`config.mk`:
```
export PLATFORM = sky130hd
export DESIGN_NAME = fetch_queue
export DESIGN_NICKNAME = d
export VERILOG_FILES = /design/src/rtl/fetch_queue.sv
export SDC_FILE = /design/constraint.sdc
export NUM_CORES = 1
export LEC_CHECK = 0
export BUFFER_PORTS_ARGS = -buffer_cell sky130_fd_sc_hd__buf_4
export CELL_PAD_IN_SITES_DETAIL_PLACEMENT = 1
export CELL_PAD_IN_SITES_GLOBAL_PLACEMENT = 1
export CORE_ASPECT_RATIO = 0.8
export CORE_MARGIN = 5
export CORE_UTILIZATION = 49
export CTS_CLUSTER_DIAMETER = 150
export DETAILED_ROUTE_END_ITERATION = 10
export GPL_TIMING_DRIVEN = 0
export PLACE_DENSITY = 0.82
export SLEW_MARGIN = 20
export SYNTH_ARGS = -nofsm -noshare
export SYNTH_HDL_FRONTEND = slang
export SYNTH_SLANG_ARGS = --single-unit
```
`constraint.sdc`:
```
create_clock -name clk -period 6.6 [get_ports clk]
set_input_delay 0.33 -clock clk [delete_from_list [all_inputs] [get_ports clk]]
set_output_delay 0.33 -clock clk [all_outputs]
set_load 0.02 [all_outputs]
```
`src/rtl/fetch_queue.sv`:
```
// -----------------------------------------------------------------------------
// fetch_queue
//   Instruction queue between the fetch stage and decode. It buffers
//   (PC, instruction) pairs from fetch and the instruction memory, and presents
//   the oldest pair to decode in first-word-fall-through order. Fetch stalls
//   while full_F is high. A taken branch (flush) discards every queued entry.
//
// Parameters
//   N      PC width in bits
//   DEPTH  number of entries (power of two, >= 2)
//
// Ports
//   clk      rising-edge clock
//   reset    synchronous, active-high; empties the queue
//   push_F   fetch offers pc_F/instr_F this cycle
//   pc_F     PC of the offered instruction
//   instr_F  instruction word read at pc_F
//   full_F   queue holds DEPTH entries; fetch must hold its PC
//   pop_D    decode consumes the head entry this cycle
//   valid_D  head entry present
//   pc_D     PC of the head entry (zero when empty)
//   instr_D  instruction of the head entry (zero when empty)
//   flush    taken branch; discard all entries, including a same-cycle push
//   count    current occupancy, 0..DEPTH
// -----------------------------------------------------------------------------
module fetch_queue #(
    parameter int N     = 64,
    parameter int DEPTH = 4
) (
    input  logic                     clk,
    input  logic                     reset,
    input  logic                     push_F,
    input  logic [N-1:0]             pc_F,
    input  logic [31:0]              instr_F,
    output logic                     full_F,
    input  logic                     pop_D,
    output logic                     valid_D,
    output logic [N-1:0]             pc_D,
    output logic [31:0]              instr_D,
    input  logic                     flush,
    output logic [$clog2(DEPTH):0]   count
);

    localparam int AW = $clog2(DEPTH);

    // Storage is deliberately not reset; the output mux hides stale contents.
    logic [N-1:0]  pc_mem    [DEPTH];
    logic [31:0]   instr_mem [DEPTH];

    logic [AW-1:0] rd_ptr;
    logic [AW-1:0] wr_ptr;
    logic [AW:0]   occ;

    logic          push_acc;
    logic          pop_acc;

    assign full_F  = (occ == (AW+1)'(DEPTH));
    assign valid_D = (occ != '0);
    assign count   = occ;

    // Flush outranks both sides: the same-cycle push is wrong-path and the pop
    // is moot because the whole queue is discarded anyway.
    assign push_acc = push_F & ~full_F & ~flush;
    assign pop_acc  = pop_D & valid_D & ~flush;

    // Control state: pointers wrap naturally because DEPTH is a power of two.
    always_ff @(posedge clk) begin
        if (reset) begin
            rd_ptr <= '0;
            wr_ptr <= '0;
            occ    <= '0;
        end else if (flush) begin
            rd_ptr <= '0;
            wr_ptr <= '0;
            occ    <= '0;
        end else begin
            if (push_acc) begin
                wr_ptr <= wr_ptr + AW'(1);
            end
            if (pop_acc) begin
                rd_ptr <= rd_ptr + AW'(1);
            end
            occ <= occ + (AW+1)'(push_acc) - (AW+1)'(pop_acc);
        end
    end

    // Data storage: written only on an accepted push.
    always_ff @(posedge clk) begin
        if (push_acc) begin
            pc_mem[wr_ptr]    <= pc_F;
            instr_mem[wr_ptr] <= instr_F;
        end
    end

    // Force zeros when empty so no uninitialised entry can leak out as X.
    assign pc_D    = valid_D ? pc_mem[rd_ptr]    : '0;
    assign instr_D = valid_D ? instr_mem[rd_ptr] : '0;

endmodule
```
======== After elaboration in Yosys (flattened, before gate mapping) ========
Memories as Yosys holds them, arrays and structs flattened. A register that Yosys moved wholly into a read port is not among the register bits.
Cells that the tools add are included.
word-level totals
  flip-flop bits (word level) ............. 7
  RAM bits ................................ 384
  bits of input ports ..................... 101
  output and inout port bits .............. 101
  logic and storage cells ................. 26
  memories ................................ 2
memory list
  memory     words  bits a word  read ports  clocked after memory_dff  write ports  RTL line  RTL
  pc_mem     4      64           1           1                         1            47        logic [N-1:0] pc_mem [DEPTH];
  instr_mem  4      32           1           1                         1            48        logic [31:0] instr_mem [DEPTH];
operators by class
  add/subtract/negate cells ............... 4
  equal/unequal tests ..................... 1
  muxes and demuxes ....................... 8
  bitwise logic cells ..................... 6
  reductions and logical operators ........ 2
operators with widths
  kind                                          number
  2-to-1 mux 64 bit                             1
  2-to-1 mux 32 bit                             1
  2-to-1 mux 2 bit                              4
  adder 2 x 1 -> 2 bit (second input constant)  2
  bitwise AND 1 bit                             4
  adder 3 x 1 -> 3 bit                          1
  == test 3 bit (second input constant)         1
  nonzero test 3 bit                            1
  subtractor 3 x 1 -> 3 bit                     1
  2-to-1 mux 1 bit                              2
  NOT 1 bit                                     2
  OR reduction 2 bit                            1

======== Depth between registers and ports, before layout ========
  depth in word-level cells ............... 6
  depth in mapped cells ................... 12

======== Least setup slack after synthesis ========
Ideal clock, no wire load.
  path type ............................... register -> register
  start ................................... reg occ[1] (netlist: count[1])
  end ..................................... mem instr_mem[0][0] (enable)
  setup time .............................. 0.466 ns
  data arrival time ....................... 3.192 ns
  required time ........................... 6.134 ns
  path slack .............................. 2.942 ns
  stages on the path, launching flop included .. 4
  period minus slack after synthesis ...... 3.658 ns
  cells stage by stage .................... dfxtp_1 -> or3b_1 -> clkbuf_1 -> and3_1
on the way
  cells in the longest elaborated chain, start to end .. 6
ends and longest elaborated chain
  element                                 RTL line  RTL
  start: declaration                      52        logic [AW:0] occ;
  start signal: assignment                83        occ <= occ + (AW+1)'(push_acc) - (AW+1)'(pop_acc);
  == test 3 bit                           57        assign full_F = (occ == (AW+1)'(DEPTH));
  NOT 1 bit                               63        assign push_acc = push_F & ~full_F & ~flush;
  bitwise AND 1 bit (2 in series)         63
  2-to-1 mux 1 bit                        89        if (push_acc) begin
  2-to-1 mux 1 bit (not written as such)  91        instr_mem[wr_ptr] <= instr_F;
  end: declaration                        48
Every way passes these cells.

======== Worst setup path after layout ========
  start ................................... reg occ[1] (netlist: count[1])
  end ..................................... out pc_D[61]
on the way
  cells in the longest elaborated chain, start to end .. 2
ends and longest elaborated chain
  element             RTL line  RTL
  nonzero test 3 bit  58        assign valid_D = (occ != '0);
  2-to-1 mux 64 bit   96        assign pc_D = valid_D ? pc_mem[rd_ptr] : '0;
  end: declaration    38        output logic [N-1:0] pc_D,
Every way passes these cells.

==> results.toml <==
[outcome]
outcome = "finished clean"

[floorplanning]
start_util_pct = 49.5
core_um2 = 30200
die-area_um2 = 34200
die_x_um = 205
die_height_um = 166
ios = 202
rows = 57

[timing]
worstMarginPinSlew_ns = 0.809
report.final.slew_viol_count = 0
tns_ns = 0
max_freq_ghz = 0.303
hold_violations = 0
min_period_over_period_pct = 50.0
period_needed_ns = 3.30
max-slew-margin-rel_pct = 46.1
finalSetupViolCount = 0
final.setup.worst_slack_ns = 3.30
skew_ns = 0.0196
rsz0062_at_grt = "no"

[power_and_ir_drop]
ir_drop_mv = 0.312
pwr_density_cell_nw_per_um2 = 273
cellLeakagePower_nw = 6.59

[cells_and_area]
finalNetCount = 1097
drive_above_1_share_pct = 36.8
area_growth_pct = 28.2

[worst_setup_path]
setup.worst_path.start_class = "register"
crit_family = "buffers and inverters"
worst-path-max-fanout = 10
critical_path.cell_chain = "or3_1 > clkbuf_1 > clkbuf_2 > clkbuf_1 > and2_1 > buf_4"
path_class = "reg2out"
slowest_stage = "dfxtp_1"
cp_slowest_stage_delay_ns = 0.56
critPathArrivalTime_ns = 2.97
cp_common_cell = "clkbuf_1"
crit_buf_inv = 4
required_ns = 6.27
crit_path_end_kind = "primary output"

[logic_synthesis]
async_reset_ff_share_pct = 0
ys_warn_count = 0
synth_flop_cell = "edfxtp_1"
yosysSeqAreaShare_pct = 78.3
synth-edff-count = 384
synth_nets = 768
postSynthCellCount = 660
syn_area_um2 = 15000
syn_area_per_cell_um2 = 22.7
ys_seq_elements = 393
yosysUniqueCellTypes = 25

[run]
cap_violations = 0

[place]
dp_hpwl_mm = 21.6
gp_congestion = 0.684
pre_cts_ws_ns = 3.73
numPortBuffers = 201

[route]
drt_pass1_iterations = 5
viasPerCell = 5.38
vias = 7688
wirelength_mm = 35.4
drc_errors = 0
routedWlPerCell_um = 24.8
drtIter0Drc = 482
detail-route-antenna-nets = 0

[global_routing]
grt_pass1_vias = 8748
grt_antenna_before_repair = 2
grt_max_degree = 46
grt_usage_pct = 20.8
grt_pass1_wl_mm = 54.0
grt_remaining_overflow = 0

[clock_tree]
cts.path.max_buffers = 3
cts_inserted_buffers = 39
htree_levels = 2
clk_latency_ns = 0.53
cts_tree = "done"
cts_sinks = 393
cts_root_buf = "clkbuf_16"
cts_setup_buffers = 0
cts.clk_slew.worst_paths_ns = 0.06

[hold_path]
hold_path_class = "in2reg"
per-layer routing:
metal,share of wire (%),global-route usage [%],wire length (um),vias to the layer above
met5,0,0,0,-
met4,1.6,3.96,567,0
met3,5.7,4.63,2040,56
met2,51,35.2,18000,244
met1,42,28.2,14800,4048
li1,-,-,-,3340
synth_stat cells (2+ instances only):
cell type | count | share of area [%]
nor2_1 | 2 | 0.050
buf_2 | 11 | 0.37
inv_1 | 6 | 0.15
mux4_2 | 96 | 14
buf_6 | 5 | 0.38
dfxtp_1 | 9 | 1.2
ha_1 | 6 | 0.50
clkbuf_1 | 16 | 0.40
xnor2_1 | 2 | 0.12
nand4_1 | 2 | 0.084
and2_1 | 99 | 4.1
edfxtp_1 | 384 | 77
nor3_1 | 4 | 0.13
and3_1 | 4 | 0.17
o21ai_0 | 2 | 0.067
nand2_1 | 2 | 0.050
xor2_1 | 2 | 0.12
state kept, by name (all words and copies together) (netlist names), named ones only:
signal / flops
count: 3
instr_mem: 128
pc_mem: 256
rd_ptr: 2
wr_ptr: 2
power breakdown:
part | internal (mW) | switching [mW] | total (mW)
clock | 1.24 | 0.875 | 2.11
combinational | 0.161 | 0.162 | 0.323
sequential | 2.78 | 0.0113 | 2.79
total | 4.18 | 1.05 | 5.23
timing repair:
item                                    4_1_cts  5_1_grt
hold buffers                                 77        2
endpoints found under the setup margin        0        0
endpoints found under the hold margin       285        6
gates resized for setup                       0        0
layout by cell type (no fill, tap or decap), types with 5 or more instances in the layout:
master	instances
buf_6	5
inv_1	6
dfxtp_1	9
buf_12	5
clkbuf_16	39
dlygate4sd3_1	79
ha_1	6
and2_1	99
clkbuf_1	27
clkinv_1	8
buf_2	11
mux4_2	96
buf_4	201
edfxtp_1	384
per-stage QoR:
stage / power [mW] / cells / hold slack, ns / util [%] / instance area [um^2]
6_report: 5.23 / 1428 / 0.0228 / 63.4 / 19200
5_1_grt: 5.43 / 1428 / 0.000242 / 63.4 / 19200
4_1_cts: 5.27 / 1424 / 0.000121 / 63.3 / 19200
3_5_place_dp: 3.13 / 1282 / 0.519 / 56.9 / 17200
3_3_place_gp: 3.11 / 1274 / 0.495 / 56.2 / 17000
2_1_floorplan: 2.97 / 660 / 0.401 / - / 15000
cells by family after synthesis:
logic type | after synthesis | share of synthesized area, %
buf+inv | 40 | 1.46
compound gates | 4 | 0.176
fa+ha+maj | 7 | 0.636
xor+xnor | 4 | 0.234
flops | 393 | 78.3
mux | 96 | 14.5
simple gates | 116 | 4.77
path summary, 6_finish.rpt:
check / from / to / slack [ns] / cells after the start
worst max-delay path: count[1] / pc_D[61] / 3.30 / 6
worst min-delay path: instr_F[15] / instr_mem[3][15] / 0.02 / 1
worst max register to register: count[1] / count[2] / 3.69 / 12
worst min register to register: wr_ptr[0] / wr_ptr[0] / 0.52 / 2
final cells by class:
type	instances	area, um^2
fillers	2574	11100
clock inverters	15	169
multi-input cells	227	3050
repair buffers	288	2490
diodes	2	5.00
plain buffers	34	196
clock buffers	50	1020
flip-flops and latches	393	11700
inverters	6	22.5
well taps	413	517
No activity file was read; power rests on OpenSTA's default activity.
